===== src/rtl/mul_div_unit_if.sv =====
// Request/response bundle for mul_div_unit: one request channel carrying
// op select and operands, one response channel carrying result and the
// unsupported-op flag.
interface mul_div_unit_if #(
  parameter int XLEN = 32
);
  logic            req_valid;
  logic            req_ready;
  logic [2:0]      fun3;
  logic [XLEN-1:0] A;
  logic [XLEN-1:0] B;
  logic            resp_valid;
  logic            resp_ready;
  logic [XLEN-1:0] Result;
  logic            illegal;

  modport master (
    output req_valid, fun3, A, B, resp_ready,
    input  req_ready, resp_valid, Result, illegal
  );

  modport slave (
    input  req_valid, fun3, A, B, resp_ready,
    output req_ready, resp_valid, Result, illegal
  );
endinterface


===== src/rtl/mul_div_unit.sv =====
// Iterative RV-style multiply/divide unit. One op in flight; multiply is
// radix-2 shift-add over XLEN cycles, divide is restoring division on
// magnitudes over XLEN cycles with sign fix-up on the final step.
// Optional divider: define MUL_DIV_UNIT_DIV_EN to build DIV/DIVU/REM/REMU;
// without it, fun3 = 1xx completes in one cycle flagged illegal.
module mul_div_unit #(
  parameter int XLEN = 32
) (
  input logic          clk,
  input logic          reset,
  mul_div_unit_if.slave bus
);
  localparam int CW = $clog2(XLEN);

  typedef enum logic [1:0] {S_IDLE, S_MUL, S_DIV, S_DONE} state_t;

  state_t            state_q, state_d;
  logic [CW-1:0]     cnt_q, cnt_d;
  logic [2*XLEN-1:0] acc_q, acc_d;    // {hi, lo}: product, or {rem, quo}
  logic [XLEN-1:0]   opb_q, opb_d;    // multiplicand or divisor magnitude
  logic [2:0]        op_q, op_d;
  logic              qneg_q, qneg_d;  // negate product / quotient
  logic [XLEN-1:0]   res_q, res_d;
  logic              ill_q, ill_d;

  // Operand sign handling at accept time
  logic            a_sgn, b_sgn, a_neg, b_neg;
  logic [XLEN-1:0] a_mag, b_mag;

  // Multiply step
  logic [XLEN:0]     msum;
  logic [2*XLEN-1:0] mul_next, mul_fin;
  logic [XLEN-1:0]   mul_res;

`ifdef MUL_DIV_UNIT_DIV_EN
  logic              rneg_q, rneg_d;  // remainder follows dividend sign
  logic [XLEN:0]     dshift, dtry;
  logic [2*XLEN-1:0] div_next;
  logic [XLEN-1:0]   quo, rem, div_res;
  localparam logic [XLEN-1:0] SMIN = {1'b1, {(XLEN-1){1'b0}}};
`endif

  // Datapath: operand magnitudes and one iteration of each algorithm
  always_comb begin
    a_sgn = bus.fun3[2] ? ~bus.fun3[0] : (bus.fun3[1:0] == 2'b01 || bus.fun3[1:0] == 2'b10);
    b_sgn = bus.fun3[2] ? ~bus.fun3[0] : (bus.fun3[1:0] == 2'b01);
    a_neg = a_sgn & bus.A[XLEN-1];
    b_neg = b_sgn & bus.B[XLEN-1];
    a_mag = a_neg ? -bus.A : bus.A;
    b_mag = b_neg ? -bus.B : bus.B;

    msum     = {1'b0, acc_q[2*XLEN-1:XLEN]} + {1'b0, (acc_q[0] ? opb_q : {XLEN{1'b0}})};
    mul_next = {msum, acc_q[XLEN-1:1]};
    mul_fin  = qneg_q ? -mul_next : mul_next;
    mul_res  = (op_q[1:0] == 2'b00) ? mul_fin[XLEN-1:0] : mul_fin[2*XLEN-1:XLEN];
`ifdef MUL_DIV_UNIT_DIV_EN
    dshift   = {acc_q[2*XLEN-1:XLEN], acc_q[XLEN-1]};
    dtry     = dshift - {1'b0, opb_q};
    div_next = dtry[XLEN] ? {dshift[XLEN-1:0], acc_q[XLEN-2:0], 1'b0}
                          : {dtry[XLEN-1:0],   acc_q[XLEN-2:0], 1'b1};
    quo      = div_next[XLEN-1:0];
    rem      = div_next[2*XLEN-1:XLEN];
    div_res  = op_q[1] ? (rneg_q ? -rem : rem) : (qneg_q ? -quo : quo);
`endif
  end

  // Next-state and handshake outputs
  always_comb begin
    state_d = state_q;
    cnt_d   = cnt_q;
    acc_d   = acc_q;
    opb_d   = opb_q;
    op_d    = op_q;
    qneg_d  = qneg_q;
    res_d   = res_q;
    ill_d   = ill_q;
`ifdef MUL_DIV_UNIT_DIV_EN
    rneg_d  = rneg_q;
`endif
    bus.req_ready  = (state_q == S_IDLE);
    bus.resp_valid = (state_q == S_DONE);
    bus.Result     = res_q;
    bus.illegal    = ill_q;

    case (state_q)
      S_IDLE: if (bus.req_valid) begin
        op_d  = bus.fun3;
        cnt_d = '0;
        if (!bus.fun3[2]) begin
          acc_d   = {{XLEN{1'b0}}, b_mag};
          opb_d   = a_mag;
          qneg_d  = a_neg ^ b_neg;
          state_d = S_MUL;
        end else begin
`ifdef MUL_DIV_UNIT_DIV_EN
          ill_d = 1'b0;
          if (bus.B == '0) begin
            res_d   = bus.fun3[1] ? bus.A : {XLEN{1'b1}};
            state_d = S_DONE;
          end else if (!bus.fun3[0] && bus.A == SMIN && bus.B == {XLEN{1'b1}}) begin
            res_d   = bus.fun3[1] ? {XLEN{1'b0}} : bus.A;
            state_d = S_DONE;
          end else begin
            acc_d   = {{XLEN{1'b0}}, a_mag};
            opb_d   = b_mag;
            qneg_d  = a_neg ^ b_neg;
            rneg_d  = a_neg;
            state_d = S_DIV;
          end
`else
          res_d   = '0;
          ill_d   = 1'b1;
          state_d = S_DONE;
`endif
        end
      end
      S_MUL: begin
        acc_d = mul_next;
        cnt_d = cnt_q + CW'(1);
        if (cnt_q == CW'(XLEN-1)) begin
          res_d   = mul_res;
          ill_d   = 1'b0;
          state_d = S_DONE;
        end
      end
      S_DIV: begin
`ifdef MUL_DIV_UNIT_DIV_EN
        acc_d = div_next;
        cnt_d = cnt_q + CW'(1);
        if (cnt_q == CW'(XLEN-1)) begin
          res_d   = div_res;
          ill_d   = 1'b0;
          state_d = S_DONE;
        end
`else
        state_d = S_IDLE;
`endif
      end
      S_DONE: if (bus.resp_ready) begin
        ill_d   = 1'b0;
        state_d = S_IDLE;
      end
      default: state_d = S_IDLE;
    endcase
  end

  // State register; reset aborts any op and clears the visible outputs
  always_ff @(posedge clk) begin
    if (reset) begin
      state_q <= S_IDLE;
      cnt_q   <= '0;
      acc_q   <= '0;
      opb_q   <= '0;
      op_q    <= '0;
      qneg_q  <= 1'b0;
      res_q   <= '0;
      ill_q   <= 1'b0;
`ifdef MUL_DIV_UNIT_DIV_EN
      rneg_q  <= 1'b0;
`endif
    end else begin
      state_q <= state_d;
      cnt_q   <= cnt_d;
      acc_q   <= acc_d;
      opb_q   <= opb_d;
      op_q    <= op_d;
      qneg_q  <= qneg_d;
      res_q   <= res_d;
      ill_q   <= ill_d;
`ifdef MUL_DIV_UNIT_DIV_EN
      rneg_q  <= rneg_d;
`endif
    end
  end
endmodule


===== src/flat_wrapper.sv =====
// flat-port wrapper written by rule: the top's interface ports become plain ports
module mul_div_unit_flat 
#(
  parameter int XLEN = 32
)
  (clk, reset, bus_req_valid, bus_fun3, bus_A, bus_B, bus_resp_ready, bus_req_ready, bus_resp_valid, bus_Result, bus_illegal);
  mul_div_unit_if #(.XLEN(XLEN)) bus_i ();
  input logic clk;
  input logic reset;
  input wire logic [$bits(bus_i.req_valid)-1:0] bus_req_valid;
  input wire logic [$bits(bus_i.fun3)-1:0] bus_fun3;
  input wire logic [$bits(bus_i.A)-1:0] bus_A;
  input wire logic [$bits(bus_i.B)-1:0] bus_B;
  input wire logic [$bits(bus_i.resp_ready)-1:0] bus_resp_ready;
  output wire logic [$bits(bus_i.req_ready)-1:0] bus_req_ready;
  output wire logic [$bits(bus_i.resp_valid)-1:0] bus_resp_valid;
  output wire logic [$bits(bus_i.Result)-1:0] bus_Result;
  output wire logic [$bits(bus_i.illegal)-1:0] bus_illegal;
  assign bus_i.req_valid = bus_req_valid;
  assign bus_i.fun3 = bus_fun3;
  assign bus_i.A = bus_A;
  assign bus_i.B = bus_B;
  assign bus_i.resp_ready = bus_resp_ready;
  assign bus_req_ready = bus_i.req_ready;
  assign bus_resp_valid = bus_i.resp_valid;
  assign bus_Result = bus_i.Result;
  assign bus_illegal = bus_i.illegal;
  mul_div_unit #(.XLEN(XLEN)) u_core (.clk(clk), .reset(reset), .bus(bus_i));
endmodule

===== config.mk =====
export PLATFORM = sky130hd
export DESIGN_NAME = mul_div_unit_flat
export DESIGN_NICKNAME = d
export VERILOG_FILES = /design/src/rtl/mul_div_unit_if.sv /design/src/rtl/mul_div_unit.sv /design/src/flat_wrapper.sv
export SDC_FILE = /design/constraint.sdc
export NUM_CORES = 1
export LEC_CHECK = 0
export BUFFER_PORTS_ARGS = -buffer_cell sky130_fd_sc_hd__buf_2
export CAP_MARGIN = 30
export CORE_MARGIN = 5
export CORE_UTILIZATION = 25
export CTS_CLUSTER_DIAMETER = 200
export CTS_CLUSTER_SIZE = 30
export DETAILED_ROUTE_END_ITERATION = 7
export GPL_TIMING_DRIVEN = 0
export HOLD_SLACK_MARGIN = 0.1
export MAX_ROUTING_LAYER = met4
export PLACE_DENSITY = 0.44
export SLEW_MARGIN = 5
export SYNTH_ARGS = -nofsm -noshare
export SYNTH_HDL_FRONTEND = slang
export SYNTH_SLANG_ARGS = --single-unit

===== constraint.sdc =====
create_clock -name clk -period 4.5 [get_ports clk]
set_input_delay 0.675 -clock clk [delete_from_list [all_inputs] [get_ports clk]]
set_output_delay 0.675 -clock clk [all_outputs]
set_load 0.005 [all_outputs]

==> results.tsv, run 1 <==
metric	value	unit
hold_viol_final	0	
synth_fp_nets	1529	
routedLengthMet1	20.4	mm
syn_avg_cell_area	7.33	µm²
root_buffer	clkbuf_16	
post-route-min-period	4.44	ns
dieArea	45800	µm²
max_stage_delay	0.52	ns
cts_sinks	139	
leakagePower	4.82	nW
vias_per_cell	5.36	
critPathArrivalTime	4.77	ns
netlist_instances	1419	
synthesis.area	10400	µm²
hp-class	reg -> reg	
cp-end-kind	flop	
grt_max_degree	17	
worstHoldPathCells	2	
startpoint_type	flop	
synthToLayoutAreaGrowth	21.4	%
synth_seq_cells	139	
setup-violations-final	0	
drt_iter0_drc	716	
hold_buffers	0	
clk_latency	0.46	ns
clock_path_buffers	2	
dieHeight	214	µm
antenna_cells	0	
finalNonFillerCells	2100	
drive_above_1_share	14.5	%
cp_data_required_time	4.84	ns
wl_met2	19.9	mm
path_cells	clkbuf_16 > and2_1 > ha_2 > fa_2 > or3_1 > or4b_4 > buf_4 > nor3_4 > nand3_2 > nor4_4 > nand4_1 > buf_4 > nor2_1 > mux2i_1 > o21ai_0 > a32o_1	
min_from	u_core.bus.Result[24]$_SDFFE_PP0P_	
place_area	11600	µm²
gr-total-overflow	0	
finish.net_count	1665	
layout_setup_ws	0.0645	ns
grt_pass1_wl	65.4	mm
fmax	225	MHz
cp_max_fo	6	
vias	11300	
rr_endpoint	u_core.bus.Result[28]$_SDFFE_PP0P_	
io_pins	106	
crit_type	reg -> reg	
vdd_drop_max	0.000227	V
status	completed	
dp_hpwl	33.7	mm
placed_cells	2055	
drt-pass1-iter-count	5	
multi_input_area	7430	µm²
track_usage	18.6	%
rows	74	
yosysTopAreaCell	dfxtp_1	
cp_top_family	simple AND/OR/NAND/NOR gates	
yosysWarningCount	0	
report.final.slew_viol_count	0	
start_util	25.4	%
slowest_stage	fa_2	
stdcell_area	12600	µm²
finClkSkew	0.0150	ns
synthFlopType	dfxtp_1	
cts_tree	built	
clk_pin_slew	0.07	ns
cpMostUsedCell	buf_4	
period_share	98.6	%
pre_cts_slack	-0.994	ns
cts_buffers	17	
route.met3.wl	1.81	mm
rsz0062_at_grt	true	
antenna_found_initial	0	
routed_wl	43.0	mm
synth_top_cell_area_share	26.8	%
io_buffer_count	104	
min_to	u_core.bus.Result[24]$_SDFFE_PP0P_	
regArea	2790	µm²
fillers	4571	
seq_area_frac_synth	26.8	%
reg2reg_from	u_core.acc_q[0]$_SDFFE_PP0P_	
antenna_left	0	
synth_edf_count	0	
drc	0	
first_global_vias	10800	
tightestPinTransition	0.950	ns
wire_per_inst	20.5	µm
yosysUniqueCellTypes	76	
r2r_setup_slack	0.06	ns
cap_viol_max_count	0	
powerDensity	291	nW/µm²
critical_path_buf_inv_count	3	
die_w	214	µm
highest_layer	met4	
gp_congestion	0.897	
async_flop_share	0	%
rr_worst_depth	16	
htree_levels	4	
fin_util	30.8	%
ys_top_cells_by_area	dfxtp_1 27%, nor2_1 7.6%, a21oi_1 6.5%	
core	41000	µm²
slew_headroom	36.2	%
fin_tns_setup	0	ns
[placed cells by master, fill, tap and decap left out, types with 6 or more instances in the layout]
cell       synthesis  final
a21oi_1          135    132
mux2i_1           10     10
nor2_1           211    211
a31oi_1           14     14
nand2b_1           9      9
xnor2_1           37     33
and3_1             9      9
or4_1             11     11
nor3_1            26     23
a311oi_1           6      6
o211ai_1          12     12
buf_1             10     11
o31ai_1           29     27
or2_2              9      9
nor4_1            21     16
nand4_1           10     10
xor2_1            58     54
dfxtp_1          139    138
ha_1              38     35
a21o_1            19     19
o21ai_0           83     78
a211oi_1          63     62
nand3_1           27     25
o41ai_1            9      9
clkbuf_1          90     77
clkbuf_16          0     18
and2_1            47     47
buf_4              0     22
or3_1             23     23
nand2_1          109    109
buf_2              2    106
o21ai_1            2      6
inv_1             19     19
a22oi_1           37     37
[metal layers]
metal	track usage, %	up-vias
li1	-	5482
met4	5.48	0
met1	24.8	5454
met5	-	-
met2	29.6	279
met3	2.43	50
[final cells by class]
cell class | instances | area share (%)
clock buffers | 20 | 3.70
multi-input cells | 1159 | 58.9
clock inverters | 12 | 1.09
repair buffers | 126 | 5.43
well taps | 532 | 5.27
plain buffers | 93 | 2.97
flip-flops and latches | 139 | 22.1
inverters | 19 | 0.565
[repair_timing]
action,in CTS,in global routing
buffers inserted,7,15
pin swaps,11,14
setup endpoints to repair,23,16
resized for setup,28,32
[worst register-to-register path, stage by stage, from the launching register on]
cell and delay [ns]:
dfxtp_4 0.38, clkbuf_16 0.15, and2_1 0.15, ha_2 0.19
fa_2 0.52, or3_1 0.38, or4b_4 0.50, buf_4 0.16
nor3_4 0.32, nand3_2 0.20, nor4_4 0.16, nand4_1 0.27
buf_4 0.24, nor2_1 0.13, mux2i_1 0.22, o21ai_0 0.10
a32o_1 0.27
[Yosys cell counts (21+ instances only)]
library cell	n
a211oi_1	63
a21oi_1	135
a22oi_1	37
and2_1	47
clkbuf_1	90
dfxtp_1	139
ha_1	38
nand2_1	109
nand3_1	27
nor2_1	211
nor3_1	26
nor4_1	21
o21ai_0	83
o31ai_1	29
or3_1	23
xnor2_1	37
xor2_1	58
[registers in the layout, summed over array words and instances (netlist names)]
name	cells
u_core.opb_q	32
u_core.state_q	2
u_core.bus.illegal	1
u_core.cnt_q	5
u_core.op_q	2
u_core.qneg_q	1
u_core.acc_q	64
u_core.bus.Result	32
[per-stage QoR]
| step | hold WS [ns] | total power, mW |
|---|---|---|
| floorplan | 0.435 | 1.87 |
| global placement | 0.431 | 2.18 |
| detailed placement | 0.432 | 2.18 |
| CTS | 0.431 | 3.67 |
| global route | 0.447 | 3.83 |
| finish | 0.438 | 3.67 |
[cell families after synthesis]
| kind of cell | Yosys count | synth area share (%) |
|---|---|---|
| and+or+nand+nor | 538 | 24.9 |
| xor gates and xnor gates | 95 | 8.00 |
| DFF | 139 | 26.8 |
| buffers and inverters | 121 | 4.39 |
| muxes | 12 | 1.29 |
| AOI/OAI and AO/OA | 475 | 29.9 |
| adders and majority gates | 39 | 4.76 |
[power breakdown]
part / switching [mW] / internal, mW
Combinational: 0.558 / 0.278
Sequential: 0.0652 / 1.29
Clock: 0.616 / 0.864
[worst max path at each step]
stage | from | cells past startpoint | endpoint
after global routing | u_core.acc_q[0]$_SDFFE_PP0P_ | 15 | u_core.bus.Result[23]$_SDFFE_PP0P_
after floorplan | u_core.acc_q[0]$_SDFFE_PP0P_ | 15 | u_core.bus.Result[26]$_SDFFE_PP0P_
after detailed placement | u_core.acc_q[0]$_SDFFE_PP0P_ | 15 | u_core.bus.Result[26]$_SDFFE_PP0P_
final | u_core.acc_q[0]$_SDFFE_PP0P_ | 16 | u_core.bus.Result[28]$_SDFFE_PP0P_
after global placement | u_core.acc_q[0]$_SDFFE_PP0P_ | 15 | u_core.bus.Result[26]$_SDFFE_PP0P_
after CTS | u_core.acc_q[0]$_SDFFE_PP0P_ | 14 | u_core.bus.Result[27]$_SDFFE_PP0P_
No activity file was read; power rests on OpenSTA's default activity.
==> run 2: changes to the inputs <==
- CORE_ASPECT_RATIO: unset -> 1.4
- CORE_MARGIN: 5 -> unset
- CORE_UTILIZATION: 25 -> 55
- PLACE_DENSITY: 0.44 -> 0.8
==> run 2 against run 1 <==
Net effect: the run now ends with DRC left; non-clock buffer count rose by 5; die area fell by 57%; register-to-register slack worse by 0.03 ns; wire length is 14% lower; via count grew 1.8%; worst hold slack better by 0.0028 ns; cell area down 2.5%; count of clock-buffer cells in the layout is 3 lower; critical path depth fell by 1; flip-flop and latch count is the same; critical endpoint is now u_core.bus.Result[23]$_SDFFE_PP0P_; largest power group unchanged.
==> results.tsv, run 2 (synthesis gave the netlist of run 1 again) <==
metric	value	unit
status	finished, violations left	
violations	DRC	
htree_levels	4	
multi_input_area	7400	µm²
rows	59	
cts_buffers	17	
drt-pass1-iter-count	8	
wire_per_inst	20.4	µm
cp-end-kind	flop	
dp_hpwl	28.4	mm
cts_tree	built	
power	3.79	mW
rsz0062_at_grt	true	
setup-violations-final	0	
path_cells	buf_8 > and2_4 > ha_4 > fa_2 > or3_4 > or4b_4 > or3_4 > nand3b_4 > or3_4 > nand4b_4 > buf_4 > nor2_1 > o22ai_1 > a221oi_2 > a21o_1	
drive_above_1_share	14.5	%
top_usage_layer	met2	
vdd_drop_max	0.000227	V
drt_iter0_drc	992	
dieHeight	165	µm
max_stage_delay	0.55	ns
fillers	1733	
crit_type	reg -> reg	
cpMostUsedCell	or3_4	
antenna_found_initial	0	
min_to	u_core.bus.Result[17]$_SDFFE_PP0P_	
leakagePower	4.88	nW
worstHoldPathCells	2	
root_buffer	clkbuf_16	
largest_reg_flops	64	
place_area	11200	µm²
slew_headroom	30.8	%
core	18500	µm²
start_util	56.1	%
critical_path_buf_inv_count	2	
rr_endpoint	u_core.bus.Result[23]$_SDFFE_PP0P_	
report.final.slew_viol_count	0	
rr_worst_depth	15	
track_usage	39.1	%
die_w	118	µm
dieArea	19500	µm²
drc	2	
cp_top_family	simple AND/OR/NAND/NOR gates	
vias_per_cell	6.31	
grt_max_degree	17	
critPathArrivalTime	4.85	ns
first_global_vias	10900	
tightestPinTransition	1.04	ns
vias	11500	
met1_usage	40.9	%
cap_viol_max_count	0	
hold_buffers	0	
final_common_cell	nor2_1	
fmax	224	MHz
gr-total-overflow	0	
final_cell_mix	211 x nor2_1, 138 x dfxtp_1, 133 x a21oi_1, 109 x nand2_1, 107 x buf_2	
antenna_cells	0	
finish.net_count	1670	
whs	0.441	ns
antenna_left	0	
powerDensity	308	nW/µm²
grt_use_met2	70.2	%
post-route-min-period	4.46	ns
fin_tns_setup	0	ns
reg2reg_from	u_core.acc_q[0]$_SDFFE_PP0P_	
use_met3	5.08	%
grt_pass1_wl	57.0	mm
r2r_setup_slack	0.04	ns
stdcell_area	12300	µm²
clk_pin_slew	0.07	ns
min_from	u_core.bus.Result[17]$_SDFFE_PP0P_	
io_pins	106	
hold_viol_final	0	
synthToLayoutAreaGrowth	18.3	%
slowest_stage	or4b_4	
io_buffer_count	104	
max_flop_register	u_core.acc_q	
gp_congestion	0.987	
regArea	2790	µm²
period_share	99.2	%
routed_wl	37.1	mm
startpoint_type	flop	
cp_data_required_time	4.88	ns
clk_latency	0.44	ns
cp_max_fo	5	
finClkSkew	0.00890	ns
cts_sinks	139	
clock_path_buffers	2	
hp-class	reg -> reg	
## run 2: repair_timing
action / CTS / global route
setup buffers: 3 / 22
resized for setup: 21 / 37
setup endpoints to repair: 22 / 16
pin swaps: 5 / 17
## run 2: cell type report
| cell class | instances | share of cell area (%) |
|---|---|---|
| flip-flops and latches | 139 | 22.6 |
| plain buffers | 95 | 3.04 |
| multi-input cells | 1159 | 60.1 |
| repair buffers | 129 | 5.75 |
| well taps | 244 | 2.48 |
| clock buffers | 17 | 3.46 |
| inverters | 19 | 0.580 |
| clock inverters | 14 | 1.91 |
## run 2: report_power, final
group	switching (mW)	internal [mW]	total (mW)	leakage, nW
logic	0.551	0.277	0.828	3.43
registers	0.0575	1.29	1.34	1.13
clock network	0.617	0.999	1.62	0.320
## run 2: worst max-delay path by stage
stage | start | end | depth (start not counted)
finish | u_core.acc_q[0]$_SDFFE_PP0P_ | u_core.bus.Result[23]$_SDFFE_PP0P_ | 15
global route | u_core.acc_q[0]$_SDFFE_PP0P_ | u_core.bus.Result[26]$_SDFFE_PP0P_ | 15
CTS | u_core.acc_q[0]$_SDFFE_PP0P_ | u_core.bus.Result[26]$_SDFFE_PP0P_ | 14
detailed placement | u_core.acc_q[0]$_SDFFE_PP0P_ | u_core.bus.Result[30]$_SDFFE_PP0P_ | 15
global placement | u_core.acc_q[0]$_SDFFE_PP0P_ | u_core.bus.Result[30]$_SDFFE_PP0P_ | 15
floorplan | u_core.acc_q[0]$_SDFFE_PP0P_ | u_core.bus.Result[26]$_SDFFE_PP0P_ | 15
## run 2: worst min-delay path: cells and delay by family, from the launching register on
family / cells / cell delay (ns)
flip-flops: 1 / 0.31
AND/OR/NAND/NOR: 2 / 0.09
## run 2: metal layers
layer  vias up  part of all wire (%)
met3       150                   6.6
met5         -                     0
li1       5482                     -
met1      5327                    37
met2       504                    50
met4         0                   5.9
## run 2: metrics by stage
step | util [%] | std cells | setup slack [ns]
after floorplan | - | 1419 | 0.197
after global placement | 60.6 | 1767 | -0.824
after detailed placement | 60.6 | 1767 | -0.881
after CTS | 64.8 | 1800 | 0.00182
after global routing | 66.4 | 1816 | -0.122
final | 66.4 | 1816 | 0.0365
